### src/rtl/game_round_ctl_if.sv
// Bus between the trigger/hit logic, duck controller, 7-segment mux and game_round_ctl.
// master drives the game events; slave is the round sequencer.
interface game_round_ctl_if;
    logic       new_frame;
    logic       start;
    logic       shot_fired;
    logic       hit;
    logic       duck_offscreen;
    logic       duck_launch;
    logic       duck_active;
    logic       duck_fall;
    logic [3:0] ammo;
    logic [3:0] ducks_hit;
    logic [3:0] duck_idx;
    logic [7:0] round_bcd;
    logic       game_over;

    modport master (
        output new_frame, start, shot_fired, hit, duck_offscreen,
        input  duck_launch, duck_active, duck_fall, ammo, ducks_hit,
               duck_idx, round_bcd, game_over
    );

    modport slave (
        input  new_frame, start, shot_fired, hit, duck_offscreen,
        output duck_launch, duck_active, duck_fall, ammo, ducks_hit,
               duck_idx, round_bcd, game_over
    );
endinterface

### src/rtl/game_round_ctl.sv
// Duck Hunt round sequencer: launches ducks, tracks ammo/hits, decides round advance or game over.
// Optional flight timeout is enabled by defining GAME_ROUND_CTL_TIMEOUT_EN.
module game_round_ctl #(
    parameter int AMMO_PER_DUCK   = 3,
    parameter int DUCKS_PER_ROUND = 10,
    parameter int PASS_HITS       = 6,
    parameter int FALL_FRAMES     = 60,
    parameter int ESCAPE_FRAMES   = 90,
    parameter int FLIGHT_FRAMES   = 300
) (
    input  logic            clk,
    input  logic            rst,
    game_round_ctl_if.slave bus
);

    localparam int MAX_PAUSE  = (FALL_FRAMES > ESCAPE_FRAMES) ? FALL_FRAMES : ESCAPE_FRAMES;
    localparam int MAX_FRAMES = (MAX_PAUSE > FLIGHT_FRAMES) ? MAX_PAUSE : FLIGHT_FRAMES;
    localparam int FCW        = $clog2(MAX_FRAMES + 1);

    localparam logic [FCW-1:0] FALL_LAST   = FCW'(FALL_FRAMES - 1);
    localparam logic [FCW-1:0] ESCAPE_LAST = FCW'(ESCAPE_FRAMES - 1);
`ifdef GAME_ROUND_CTL_TIMEOUT_EN
    localparam logic [FCW-1:0] FLIGHT_LAST = FCW'(FLIGHT_FRAMES - 1);
`endif
    localparam logic [3:0] AMMO_FULL = 4'(AMMO_PER_DUCK);
    localparam logic [3:0] LAST_DUCK = 4'(DUCKS_PER_ROUND - 1);
    localparam logic [3:0] PASS_MIN  = 4'(PASS_HITS);

    typedef enum logic [2:0] {
        S_IDLE,
        S_LAUNCH,
        S_FLIGHT,
        S_FALL,
        S_ESCAPE,
        S_TALLY,
        S_OVER
    } state_t;

    state_t         r_state;
    state_t         w_nextState;
    logic [FCW-1:0] r_frameCnt;
    logic [FCW-1:0] w_frameCntNext;
    logic [3:0]     r_ammo;
    logic [3:0]     w_ammoNext;
    logic [3:0]     r_ducksHit;
    logic [3:0]     w_ducksHitNext;
    logic [3:0]     r_duckIdx;
    logic [3:0]     w_duckIdxNext;
    logic [7:0]     r_roundBcd;
    logic [7:0]     w_roundBcdNext;
    logic [7:0]     w_roundBcdInc;
    logic           r_duckLaunch;
    logic           r_duckActive;
    logic           r_duckFall;
    logic           r_gameOver;
    logic           w_timeout;

`ifdef GAME_ROUND_CTL_TIMEOUT_EN
    assign w_timeout = bus.new_frame && (r_frameCnt == FLIGHT_LAST);
`else
    assign w_timeout = 1'b0;
`endif

    // Two-digit BCD increment that sticks at 99.
    always_comb begin
        w_roundBcdInc = r_roundBcd;
        if (r_roundBcd == 8'h99) begin
            w_roundBcdInc = 8'h99;
        end else if (r_roundBcd[3:0] == 4'd9) begin
            w_roundBcdInc = {r_roundBcd[7:4] + 4'd1, 4'd0};
        end else begin
            w_roundBcdInc = {r_roundBcd[7:4], r_roundBcd[3:0] + 4'd1};
        end
    end

    always_ff @(posedge clk or negedge rst) begin
        if (!rst) begin
            r_state <= S_IDLE;
        end else begin
            r_state <= w_nextState;
        end
    end

    always_comb begin
        w_nextState    = r_state;
        w_frameCntNext = r_frameCnt;
        w_ammoNext     = r_ammo;
        w_ducksHitNext = r_ducksHit;
        w_duckIdxNext  = r_duckIdx;
        w_roundBcdNext = r_roundBcd;

        case (r_state)
            S_IDLE, S_OVER: begin
                if (bus.start) begin
                    w_nextState    = S_LAUNCH;
                    w_ducksHitNext = 4'd0;
                    w_duckIdxNext  = 4'd0;
                    w_roundBcdNext = 8'h01;
                end
            end
            S_LAUNCH: begin
                w_nextState = S_FLIGHT;
            end
            S_FLIGHT: begin
                if (bus.shot_fired && (r_ammo != 4'd0)) begin
                    w_ammoNext = r_ammo - 4'd1;
                end
`ifdef GAME_ROUND_CTL_TIMEOUT_EN
                if (bus.new_frame) begin
                    w_frameCntNext = r_frameCnt + 1'b1;
                end
`endif
                // A hit beats ammo exhaustion, offscreen and timeout in the same cycle.
                if (bus.hit) begin
                    w_nextState    = S_FALL;
                    w_ducksHitNext = r_ducksHit + 4'd1;
                end else if ((bus.shot_fired && (r_ammo <= 4'd1)) ||
                             bus.duck_offscreen || w_timeout) begin
                    w_nextState = S_ESCAPE;
                end
            end
            S_FALL, S_ESCAPE: begin
                if (bus.new_frame) begin
                    if (r_frameCnt == ((r_state == S_FALL) ? FALL_LAST : ESCAPE_LAST)) begin
                        w_nextState = S_TALLY;
                    end else begin
                        w_frameCntNext = r_frameCnt + 1'b1;
                    end
                end
            end
            S_TALLY: begin
                if (r_duckIdx < LAST_DUCK) begin
                    w_nextState   = S_LAUNCH;
                    w_duckIdxNext = r_duckIdx + 4'd1;
                end else if (r_ducksHit >= PASS_MIN) begin
                    w_nextState    = S_LAUNCH;
                    w_roundBcdNext = w_roundBcdInc;
                    w_duckIdxNext  = 4'd0;
                    w_ducksHitNext = 4'd0;
                end else begin
                    w_nextState = S_OVER;
                end
            end
            default: begin
                w_nextState = S_IDLE;
            end
        endcase

        // Every state change restarts the frame counter; a fresh duck gets a full magazine.
        if (w_nextState != r_state) begin
            w_frameCntNext = '0;
        end
        if (w_nextState == S_LAUNCH) begin
            w_ammoNext = AMMO_FULL;
        end
    end

    always_ff @(posedge clk or negedge rst) begin
        if (!rst) begin
            r_frameCnt   <= '0;
            r_ammo       <= 4'd0;
            r_ducksHit   <= 4'd0;
            r_duckIdx    <= 4'd0;
            r_roundBcd   <= 8'h01;
            r_duckLaunch <= 1'b0;
            r_duckActive <= 1'b0;
            r_duckFall   <= 1'b0;
            r_gameOver   <= 1'b0;
        end else begin
            r_frameCnt   <= w_frameCntNext;
            r_ammo       <= w_ammoNext;
            r_ducksHit   <= w_ducksHitNext;
            r_duckIdx    <= w_duckIdxNext;
            r_roundBcd   <= w_roundBcdNext;
            r_duckLaunch <= (w_nextState == S_LAUNCH);
            r_duckActive <= (w_nextState == S_FLIGHT);
            r_duckFall   <= (w_nextState == S_FALL);
            r_gameOver   <= (w_nextState == S_OVER);
        end
    end

    assign bus.duck_launch = r_duckLaunch;
    assign bus.duck_active = r_duckActive;
    assign bus.duck_fall   = r_duckFall;
    assign bus.game_over   = r_gameOver;
    assign bus.ammo        = r_ammo;
    assign bus.ducks_hit   = r_ducksHit;
    assign bus.duck_idx    = r_duckIdx;
    assign bus.round_bcd   = r_roundBcd;

endmodule

### src/flat_wrapper.sv
// flat-port wrapper written by rule: the top's interface ports become plain ports
module game_round_ctl_flat 
#(
    parameter int AMMO_PER_DUCK   = 3,
    parameter int DUCKS_PER_ROUND = 10,
    parameter int PASS_HITS       = 6,
    parameter int FALL_FRAMES     = 60,
    parameter int ESCAPE_FRAMES   = 90,
    parameter int FLIGHT_FRAMES   = 300
)
  (clk, rst, bus_new_frame, bus_start, bus_shot_fired, bus_hit, bus_duck_offscreen, bus_duck_launch, bus_duck_active, bus_duck_fall, bus_ammo, bus_ducks_hit, bus_duck_idx, bus_round_bcd, bus_game_over);
  game_round_ctl_if bus_i ();
  input  logic clk;
  input  logic rst;
  input wire logic [$bits(bus_i.new_frame)-1:0] bus_new_frame;
  input wire logic [$bits(bus_i.start)-1:0] bus_start;
  input wire logic [$bits(bus_i.shot_fired)-1:0] bus_shot_fired;
  input wire logic [$bits(bus_i.hit)-1:0] bus_hit;
  input wire logic [$bits(bus_i.duck_offscreen)-1:0] bus_duck_offscreen;
  output wire logic [$bits(bus_i.duck_launch)-1:0] bus_duck_launch;
  output wire logic [$bits(bus_i.duck_active)-1:0] bus_duck_active;
  output wire logic [$bits(bus_i.duck_fall)-1:0] bus_duck_fall;
  output wire logic [$bits(bus_i.ammo)-1:0] bus_ammo;
  output wire logic [$bits(bus_i.ducks_hit)-1:0] bus_ducks_hit;
  output wire logic [$bits(bus_i.duck_idx)-1:0] bus_duck_idx;
  output wire logic [$bits(bus_i.round_bcd)-1:0] bus_round_bcd;
  output wire logic [$bits(bus_i.game_over)-1:0] bus_game_over;
  assign bus_i.new_frame = bus_new_frame;
  assign bus_i.start = bus_start;
  assign bus_i.shot_fired = bus_shot_fired;
  assign bus_i.hit = bus_hit;
  assign bus_i.duck_offscreen = bus_duck_offscreen;
  assign bus_duck_launch = bus_i.duck_launch;
  assign bus_duck_active = bus_i.duck_active;
  assign bus_duck_fall = bus_i.duck_fall;
  assign bus_ammo = bus_i.ammo;
  assign bus_ducks_hit = bus_i.ducks_hit;
  assign bus_duck_idx = bus_i.duck_idx;
  assign bus_round_bcd = bus_i.round_bcd;
  assign bus_game_over = bus_i.game_over;
  game_round_ctl #(.AMMO_PER_DUCK(AMMO_PER_DUCK), .DUCKS_PER_ROUND(DUCKS_PER_ROUND), .PASS_HITS(PASS_HITS), .FALL_FRAMES(FALL_FRAMES), .ESCAPE_FRAMES(ESCAPE_FRAMES), .FLIGHT_FRAMES(FLIGHT_FRAMES)) u_core (.clk(clk), .rst(rst), .bus(bus_i));
endmodule
### config.mk
export PLATFORM = sky130hd
export DESIGN_NAME = game_round_ctl_flat
export DESIGN_NICKNAME = d
export VERILOG_FILES = /design/src/rtl/game_round_ctl_if.sv /design/src/rtl/game_round_ctl.sv /design/src/flat_wrapper.sv
export SDC_FILE = /design/constraint.sdc
export NUM_CORES = 1
export LEC_CHECK = 0
export BUFFER_PORTS_ARGS = -buffer_cell sky130_fd_sc_hd__buf_2
export CORE_MARGIN = 1
export CORE_UTILIZATION = 52
export DETAILED_ROUTE_END_ITERATION = 8
export PLACE_DENSITY = 0.82
export SYNTH_ARGS = -nofsm -noshare
export SYNTH_HDL_FRONTEND = slang
export SYNTH_SLANG_ARGS = --single-unit
### constraint.sdc
create_clock -name clk -period 2.2 [get_ports clk]
set_input_delay 0.44 -clock clk [delete_from_list [all_inputs] [get_ports clk]]
set_output_delay 0.44 -clock clk [all_outputs]
set_load 0.1 [all_outputs]
==> impl_metrics.ini, run 1 <==
[status]
status = finished, violations left
violations = negative setup slack

[global_route]
grt_pass1_wl_um = 8110
grt.total_usage_pct = 24.2
grt_pass1_vias = 1797
antenna_found_initial = 0
grt_max_degree = 37
grt.overflow.total = 0

[synth]
synth_area_per_cell_um2 = 9.29
synth_ff_type = dfrtp_1
netlist_area_um2 = 2230
synth_edf_count = 0
synth_nets = 259
synth_cell_types = 57
yosys.area.top_type = dfrtp_1
synthArstFlopShare_pct = 100
synth_top_area_share_pct = 39.3
ys_ff_latch = 36
synth_seq_area_share_pct = 40.5
synth_area_leaders = dfrtp_1 (39%), ha_1 (6.7%), o21ai_0 (4.7%), nor2_1 (4.0%), xnor2_1 (2.7%)
synth_cells = 240
yosys_warnings = 0

[timing]
post-route-period-util_pct = 101
whs_ns = 0.238
clock_skew_ns = 0.00179
finalHoldViolCount = 0
slew_headroom_pct = 47.3
worst_pin_slew_ns = 0.791
setup_ws_ns = -0.0255
drv_slew = 0
setup_violations = 1
max_freq_ghz = 0.449
rsz0062_at_grt = yes
finalCriticalPeriod_ns = 2.23

[layout]
drive_gt1_share_pct = 33.0
areaGrowthSynthToFinish_pct = 25.0
nNetsFinal = 312
num_antenna_cells = 0

[routing]
dr_total_vias = 1928
first_pass_iters = 5
avgViaCountPerCell = 5.60
wl_per_cell_um = 14.0
drt_iter0_markers = 110
drtAntennaViolNets = 0
drt-total-wl_um = 4830
drc_errors = 0

[power_and_ir_drop]
ir_drop_uv = 1020
powerDensity_nw_per_um2 = 1310
p_leak_nw = 1.24

[worst_setup_path]
cp-startpoint = u_core.bus.ammo[0]$_DFFE_PN0P_
start_kind = flip-flop
r2r-start = u_core.bus.ammo[0]$_DFFE_PN0P_
crit_path_max_fanout = 4
cp-end-kind = flip-flop
r2r_setup_slack_ns = -0.03
crit_arrival_ns = 2.43
path_class = reg2reg
cp.required_ns = 2.40

[floorplan]
rows = 23
die_y_um = 67.5
initial_utilization_pct = 54.9
num_io_pins = 31
core_area_um2 = 4060
dieArea_um2 = 4550
die_w_um = 67.5

[placement]
dp_hpwl_um = 3560
dp_slack_ns = -0.0641
gp_congestion = 0.866
numPortBuffers = 30

[clock_network]
ctsHoldBuffers = 0
clock_sinks = 36
cts_max_level = 2
clk_pin_slew_worst_paths_ns = 0.07
tritoncts = built
cts_buffers = 5
clockBufferDepth = 2
root_buffer = clkbuf_8
insertion_delay_ns = 0.28

[min_path]
hp-class = in2async

[flow_run]
cap_violations = 0
[per-stage QoR]
stage,cell area [µm²],setup TNS [ns],utilization (%),power (W),std cells
finish,2790,-0.0255,68.7,0.00366,344
global route,2790,-0.320,68.7,0.00389,344
CTS,2760,-0.0288,67.9,0.00361,342
detailed placement,2670,-0.321,65.7,0.00312,334
global placement,2670,-0.000939,65.7,0.00307,334
floorplan,2320,-0.822,-,0.00257,240
[path summary, 6_finish.rpt]
| path | endpoint | depth (start not counted) |
|---|---|---|
| max | u_core.bus.duck_idx[2]$_DFFE_PN0P_ | 8 |
| min in group clk | u_core.bus.ducks_hit[2]$_DFFE_PN0P_ | 3 |
| max reg2reg | u_core.bus.duck_idx[2]$_DFFE_PN0P_ | 8 |
| max in group asynchronous | u_core.bus.ammo[0]$_DFFE_PN0P_ | 1 |
| min reg2reg | u_core.bus.round_bcd[3]$_DFFE_PN0P_ | 1 |
| min | u_core.bus.ducks_hit[2]$_DFFE_PN0P_ | 1 |
[power breakdown]
part / leakage (nW) / switching (W) / internal (W) / total (W)
combinational: 0.734 / 0.00152 / 0.000729 / 0.00225
sequential: 0.464 / 0.000124 / 0.000818 / 0.000942
clock: 0.0455 / 0.000216 / 0.000255 / 0.000472
[cell usage after synthesis, types with 3 or more instances]
| library cell | number |
|---|---|
| ha_1 | 12 |
| nor3_1 | 5 |
| buf_2 | 4 |
| xnor2_1 | 7 |
| nand2b_1 | 6 |
| inv_1 | 16 |
| dfrtp_1 | 35 |
| nand4_1 | 7 |
| a21oi_1 | 9 |
| clkbuf_1 | 4 |
| a211o_1 | 3 |
| nor2_1 | 24 |
| o21ai_0 | 21 |
| nand3_1 | 12 |
| mux2i_1 | 4 |
| nand3b_1 | 3 |
| xor2_1 | 3 |
| nand2_1 | 16 |
[critical path: stages, from the launching register on]
cell       delay [ns]
dfrtp_4          0.52
ha_4             0.17
or2_4            0.24
a31oi_4          0.16
o221ai_2         0.12
a311o_1          0.35
buf_4            0.17
a2111oi_4        0.20
mux2i_1          0.22
[kinds of logic (layout without fill, tap and decap cells)]
family | count (synthesis) | in the layout | share of synthesized area [%]
fa+ha+maj | 13 | 13 | 7.18
simple gates | 90 | 90 | 21.4
flops | 36 | 36 | 40.5
xor+xnor | 10 | 10 | 3.93
mux | 5 | 5 | 2.41
compound gates | 61 | 61 | 20.1
buf+inv | 25 | 79 | 4.43
[repair_timing]
action	in CTS	in global routing
gates resized for setup	1	4
hold endpoints to repair	0	0
buffers inserted	0	2
setup endpoints to repair	10	12
pin swaps	2	0
[routing by layer]
metal	vias to the layer above	GRT usage (%)	share of wire [%]
met1	904	32.1	47
met3	14	4.05	3.7
met4	0	10.9	2.5
met2	45	38.2	47
met5	-	0	0
li1	965	-	-
[layout make-up]
type                    count  area (µm²)
inverters                  16        65.1
clock buffers               8        90.1
well taps                  50        62.6
multi-input cells         179        1300
flip-flops and latches     36         932
repair buffers             55         338
fillers                   323        1270
[state kept, by name, indices dropped and copies added, names as in the netlist]
register                flops
u_core.bus.ducks_hit        4
u_core.bus.round_bcd        8
u_core.bus.duck_active      1
u_core.bus.ammo             4
u_core.bus.duck_fall        1
u_core.r_frameCnt           9
u_core.bus.duck_idx         4
u_core.r_state              3
u_core.bus.game_over        1
u_core.bus.duck_launch      1
[cells in the final DEF (no fill, tap or decap), types with 2 or more instances in the layout]
cell / instances
a21oi_1: 9
mux2i_1: 4
xnor2_1: 7
nor2_1: 24
o32ai_1: 2
clkbuf_1: 2
and3_1: 2
a21boi_2: 2
dfrtp_1: 22
o41ai_1: 2
a21o_1: 2
a21boi_0: 2
xor2_1: 3
dfrtp_2: 9
buf_4: 25
nand3b_1: 3
nand3b_2: 2
nand2b_1: 6
dfrtp_4: 4
a211o_1: 3
nand3_1: 12
buf_2: 30
nand2_1: 16
ha_1: 10
o21ai_1: 4
ha_4: 2
clkbuf_8: 6
inv_1: 14
o21ai_0: 17
nand4_1: 7
inv_4: 2
nor3_1: 4
and2_1: 2
Note: power is estimated with default switching activity, not from simulation.
==> run 2, diff against run 1 <==
--- a/config.mk
+++ b/config.mk
@@ -7,9 +7,11 @@
 export LEC_CHECK = 0
 export BUFFER_PORTS_ARGS = -buffer_cell sky130_fd_sc_hd__buf_2
 export CORE_MARGIN = 1
-export CORE_UTILIZATION = 52
+export CORE_UTILIZATION = 57
+export CTS_CLUSTER_DIAMETER = 30
 export DETAILED_ROUTE_END_ITERATION = 8
-export PLACE_DENSITY = 0.82
+export HOLD_SLACK_MARGIN = 0.03
+export PLACE_DENSITY = 0.85
 export SYNTH_ARGS = -nofsm -noshare
 export SYNTH_HDL_FRONTEND = slang
 export SYNTH_SLANG_ARGS = --single-unit
==> constraint.sdc (replaced) <==
create_clock -name clk -period 2.5 [get_ports clk]
set_input_delay 0.5 -clock clk [delete_from_list [all_inputs] [get_ports clk]]
set_output_delay 0.5 -clock clk [all_outputs]
set_load 0.1 [all_outputs]
==> run 2 against run 1 <==
Net effect: the flow now finishes without violations; via count rose by 1.6%; critical path type unchanged; global-route usage grew 2.4 points; highest routed layer unchanged; clock skew increased by 0.0019 ns.
==> impl_metrics.ini, run 2 (synthesized netlist as in run 1, its figures left out) <==
[timing]
slew_headroom_pct = 48.7
finalCriticalPeriod_ns = 2.38
post-route-period-util_pct = 95.3
rsz0062_at_grt = no
worst_pin_slew_ns = 0.770
finalHoldViolCount = 0
clock_skew_ns = 0.00371
max_freq_ghz = 0.420
drv_slew = 0
setup_violations = 0
fin_tns_setup_ns = 0

[routing]
drtAntennaViolNets = 0
drt-total-wl_um = 4810
drt_iter0_markers = 138
avgViaCountPerCell = 5.97
dr_total_vias = 1959
first_pass_iters = 4
drc_errors = 0
wl_per_cell_um = 14.6

[global_route]
grt.busiest_layer = met2
grt.total_usage_pct = 26.6
grt_pass1_wl_um = 8450
grt_pass1_vias = 1836
grt_util_met3_pct = 5.99
grt.overflow.total = 0
grt.met1_usage_pct = 33.4
grt_use_met2_pct = 44.7
antenna_found_initial = 0
grt_max_degree = 37

[power_and_ir_drop]
p_leak_nw = 1.20
p_sw_share_pct = 50.5
clkPwrFrac_pct = 15.8
ir_drop_uv = 974
power_frac_seq_pct = 26.0
switching_power_w = 0.00162
combPwrFrac_pct = 58.2
intPower_w = 0.00158
p_total_w = 0.00320
powerDensity_nw_per_um2 = 1220

[layout]
largest_reg_flops = 9
regMostFlops = u_core.r_frameCnt
num_antenna_cells = 0
final_cell_mix = buf_2 (30), dfrtp_1 (30), nor2_1 (24), o21ai_0 (19)
final_cell_area_um2 = 2620
drive_gt1_share_pct = 25.0
nFillCells = 290
nNetsFinal = 298
register_area_um2 = 913
multiInputGateArea_um2 = 1240
layout.cells.non_filler = 328
areaGrowthSynthToFinish_pct = 17.6

[floorplan]
core_area_um2 = 3720
die_w_um = 64.5
dieArea_um2 = 4170
num_io_pins = 31
rows = 22
initial_utilization_pct = 60.0
die_y_um = 64.5

[clock_network]
clockBufferDepth = 2
ctsHoldBuffers = 0
clk_pin_slew_worst_paths_ns = 0.07
tritoncts = built
insertion_delay_ns = 0.29
cts_max_level = 2
cts_buffers = 5
root_buffer = clkbuf_8
clock_sinks = 36

[worst_setup_path]
crit_arrival_ns = 2.56
crit_path_max_fanout = 4
cp.required_ns = 2.68
start_kind = flip-flop
cp-end-kind = flip-flop
r2r_cells = 9
path_class = reg2reg

[status]
status = finished clean

[placement]
placed_area_um2 = 2450
dpl.cell_count = 314
gp_congestion = 0.849
numPortBuffers = 30
dp_hpwl_um = 3380

[min_path]
hp-class = in2async

[flow_run]
cap_violations = 0
==> run 2: through the flow <==
step | setup slack, ns | hold WS, ns | utilization [%]
finish | 0.118 | 0.280 | 70.6
global route | 0.0125 | 0.351 | 70.6
CTS | 0.0597 | 0.318 | 68.9
detailed placement | 0.0782 | 0.506 | 65.9
global placement | 0.139 | 0.488 | 65.9
floorplan | 0.0154 | 0.204 | -
==> run 2: layout make-up <==
cell class,instances,share of cell area (%)
multi-input cells,179,47.5
flip-flops and latches,36,34.8
repair buffers,41,8.87
clock buffers,5,2.62
inverters,16,2.29
well taps,48,2.29
clock inverters,3,1.62
==> run 2: path summary, 6_finish.rpt <==
| check | startpoint | end | slack [ns] |
|---|---|---|---|
| max in group asynchronous | rst | u_core.bus.ammo[0]$_DFFE_PN0P_ | 1.65 |
| hold reg to reg | u_core.bus.round_bcd[0]$_DFFE_PN1P_ | u_core.bus.round_bcd[0]$_DFFE_PN1P_ | 0.51 |
| min in group clk | u_core.bus.round_bcd[0]$_DFFE_PN1P_ | u_core.bus.round_bcd[0]$_DFFE_PN1P_ | 0.51 |
| setup / recovery | u_core.bus.ammo[0]$_DFFE_PN0P_ | u_core.bus.duck_idx[0]$_DFFE_PN0P_ | 0.12 |
| setup reg to reg | u_core.bus.ammo[0]$_DFFE_PN0P_ | u_core.bus.duck_idx[0]$_DFFE_PN0P_ | 0.12 |
| hold / removal | rst | u_core.bus.round_bcd[2]$_DFFE_PN0P_ | 0.28 |
==> run 2: metal layers <==
metal  wire length [µm]  vias up
met2               2370       81
met3                302       10
met1               2040      922
li1                   -      946
met5                  0        -
met4                 89        0
==> run 2: timing repair <==
| item | in CTS | in global routing |
|---|---|---|
| buffers inserted | 0 | 6 |
| resized for setup | 0 | 5 |
| setup endpoints to repair | 0 | 18 |
==> run 2: power by group through the flow <==
stage	sequential, W	combinational (W)	clock [W]
after floorplan	0.00135	0.000841	0
after global placement	0.000834	0.00165	0
after detailed placement	0.000839	0.00168	0
after CTS	0.000830	0.00170	0.000513
after global routing	0.000855	0.00200	0.000545
final	0.000831	0.00186	0.000505
==> run 2: worst max-delay path, stage by stage, from the launching register on <==
cell and delay [ns]:
dfrtp_4 0.42, inv_1 0.08, ha_1 0.22, or2_2 0.30, a31oi_4 0.18, o221ai_1 0.16
a311o_2 0.45, a211oi_4 0.24, buf_4 0.16, o21ai_0 0.06
==> run 3, diff against run 2 <==
--- a/config.mk
+++ b/config.mk
@@ -6,12 +6,14 @@
 export NUM_CORES = 1
 export LEC_CHECK = 0
 export BUFFER_PORTS_ARGS = -buffer_cell sky130_fd_sc_hd__buf_2
+export CELL_PAD_IN_SITES_DETAIL_PLACEMENT = 1
+export CELL_PAD_IN_SITES_GLOBAL_PLACEMENT = 1
 export CORE_MARGIN = 1
-export CORE_UTILIZATION = 57
+export CORE_UTILIZATION = 44
 export CTS_CLUSTER_DIAMETER = 30
 export DETAILED_ROUTE_END_ITERATION = 8
 export HOLD_SLACK_MARGIN = 0.03
-export PLACE_DENSITY = 0.85
+export PLACE_DENSITY_LB_ADDON = 0.08
 export SYNTH_ARGS = -nofsm -noshare
 export SYNTH_HDL_FRONTEND = slang
 export SYNTH_SLANG_ARGS = --single-unit
==> run 3 against run 2 <==
Net effect: final cell count up 5.5%; routed wire length increased by 15%; die area increased by 29%; worst setup slack got worse by 0.053 ns; highest routed layer unchanged; sequential power grew 1%; combinational power is essentially flat.
==> impl_metrics.ini, run 3 (synthesized netlist as in run 1, its figures left out) <==
[status]
status = finished clean

[floorplan]
initial_utilization_pct = 46.6
num_io_pins = 31
rows = 25
die_y_um = 73.2
die_w_um = 73.2
dieArea_um2 = 5360
core_area_um2 = 4790

[layout]
num_antenna_cells = 0
areaGrowthSynthToFinish_pct = 18.9
multiInputGateArea_um2 = 1250
register_area_um2 = 913
nFillCells = 563
final_cell_area_um2 = 2650
regMostFlops = u_core.r_frameCnt
drive_gt1_share_pct = 24.7
largest_reg_flops = 9
final_cell_mix = buf_2 (30), dfrtp_1 (30), nor2_1 (24), o21ai_0 (21)
nNetsFinal = 297

[timing]
drv_slew = 0
slew_headroom_pct = 63.7
setup_ws_ns = 0.0649
max_freq_ghz = 0.411
post-route-period-util_pct = 97.4
setup_violations = 0
worst_pin_slew_ns = 0.545
clock_skew_ns = 0.00639
finalHoldViolCount = 0
fin_tns_setup_ns = 0
whs_ns = 0.190
finalCriticalPeriod_ns = 2.44

[clock_network]
clock_sinks = 36
cts_buffers = 5
cts_max_level = 2
clk_pin_slew_worst_paths_ns = 0.07
insertion_delay_ns = 0.29
tritoncts = built
clockBufferDepth = 2
ctsHoldBuffers = 0
root_buffer = clkbuf_8

[global_route]
grt_max_degree = 24
grt.total_usage_pct = 22.3
grt_pass1_vias = 1853
grt.overflow.total = 0
antenna_found_initial = 0
grt_pass1_wl_um = 9070

[worst_setup_path]
max_stage_delay_ns = 0.49
cp-end-kind = flip-flop
crit_buf_inv = 1
crit_chain = ha_1 -> or2_2 -> a31oi_4 -> o221ai_2 -> a311o_2 -> buf_12 -> a2111oi_4 -> mux2i_1
start_kind = flip-flop
cp_top_family = compound AO/OA/AOI/OAI gates
cp.required_ns = 2.71
crit_arrival_ns = 2.65
critPathSlowestCell = dfrtp_4
crit_path_max_fanout = 4
path_class = reg2reg

[routing]
drc_errors = 0
dr_total_vias = 1900
wl_per_cell_um = 16.0
first_pass_iters = 6
drt-total-wl_um = 5540
avgViaCountPerCell = 5.49
drt_iter0_markers = 74
drtAntennaViolNets = 0

[power_and_ir_drop]
p_total_w = 0.00316
ir_drop_uv = 841
powerDensity_nw_per_um2 = 1190
p_leak_nw = 1.19

[flow_run]
cap_violations = 0

[placement]
numPortBuffers = 30
placed_area_um2 = 2470
gp_congestion = 0.764
dp_slack_ns = -0.0552
dp_hpwl_um = 3910

[min_path]
hp-class = in2async
-- run 3: what timing repair did --
item | CTS | global route
pin swaps | 2 | 3
setup buffers | 3 | 2
resized for setup | 1 | 4
endpoints found under the setup margin | 5 | 8
hold endpoints to repair | 0 | 0
-- run 3: final timing paths --
check | startpoint | endpoint | slack, ns | cells after the start
min in group clk | u_core.bus.round_bcd[3]$_DFFE_PN0P_ | u_core.bus.round_bcd[3]$_DFFE_PN0P_ | 0.51 | 1
max in group asynchronous | rst | u_core.bus.round_bcd[0]$_DFFE_PN1P_ | 1.64 | 2
min | rst | u_core.bus.duck_idx[3]$_DFFE_PN0P_ | 0.19 | 1
max | u_core.bus.ammo[0]$_DFFE_PN0P_ | u_core.bus.duck_idx[2]$_DFFE_PN0P_ | 0.06 | 8
min reg2reg | u_core.bus.round_bcd[3]$_DFFE_PN0P_ | u_core.bus.round_bcd[3]$_DFFE_PN0P_ | 0.51 | 1
max reg2reg | u_core.bus.ammo[0]$_DFFE_PN0P_ | u_core.bus.duck_idx[2]$_DFFE_PN0P_ | 0.06 | 8
-- run 3: per-stage QoR --
| step | utilization (%) | std cells |
|---|---|---|
| global route | 55.4 | 346 |
| floorplan | - | 240 |
| global placement | 51.7 | 333 |
| finish | 55.4 | 346 |
| CTS | 54.3 | 344 |
| detailed placement | 51.7 | 333 |
-- run 3: area by class of cell --
class / instances / share of cell area, %
Inverter: 16 / 2.27
Tap cell: 67 / 3.16
Clock buffer: 8 / 3.40
Timing Repair Buffer: 40 / 9.44
Multi-Input combinational cell: 179 / 47.3
Sequential cell: 36 / 34.5
-- run 3: layer usage --
metal	up-vias	share of wire, %	global-route usage, %
met5	-	0	0
met4	0	1.2	8.50
met3	5	2.4	3.87
met2	23	47	35.2
met1	931	49	30.5
li1	941	-	-
-- run 3: report_power, final --
part	leakage [nW]	switching, W	internal [W]	total [W]
Sequential	0.478	0.000131	0.000709	0.000840
Combinational	0.665	0.00130	0.000589	0.00189
Clock	0.0455	0.000202	0.000225	0.000427
-- run 3: worst register-to-register path, cell delays in order, from the launching register on --
cell and delay (ns):
dfrtp_4 0.49, ha_1 0.19, or2_2 0.32, a31oi_4 0.18, o221ai_2 0.13, a311o_2 0.43, buf_12 0.15, a2111oi_4 0.23
mux2i_1 0.23
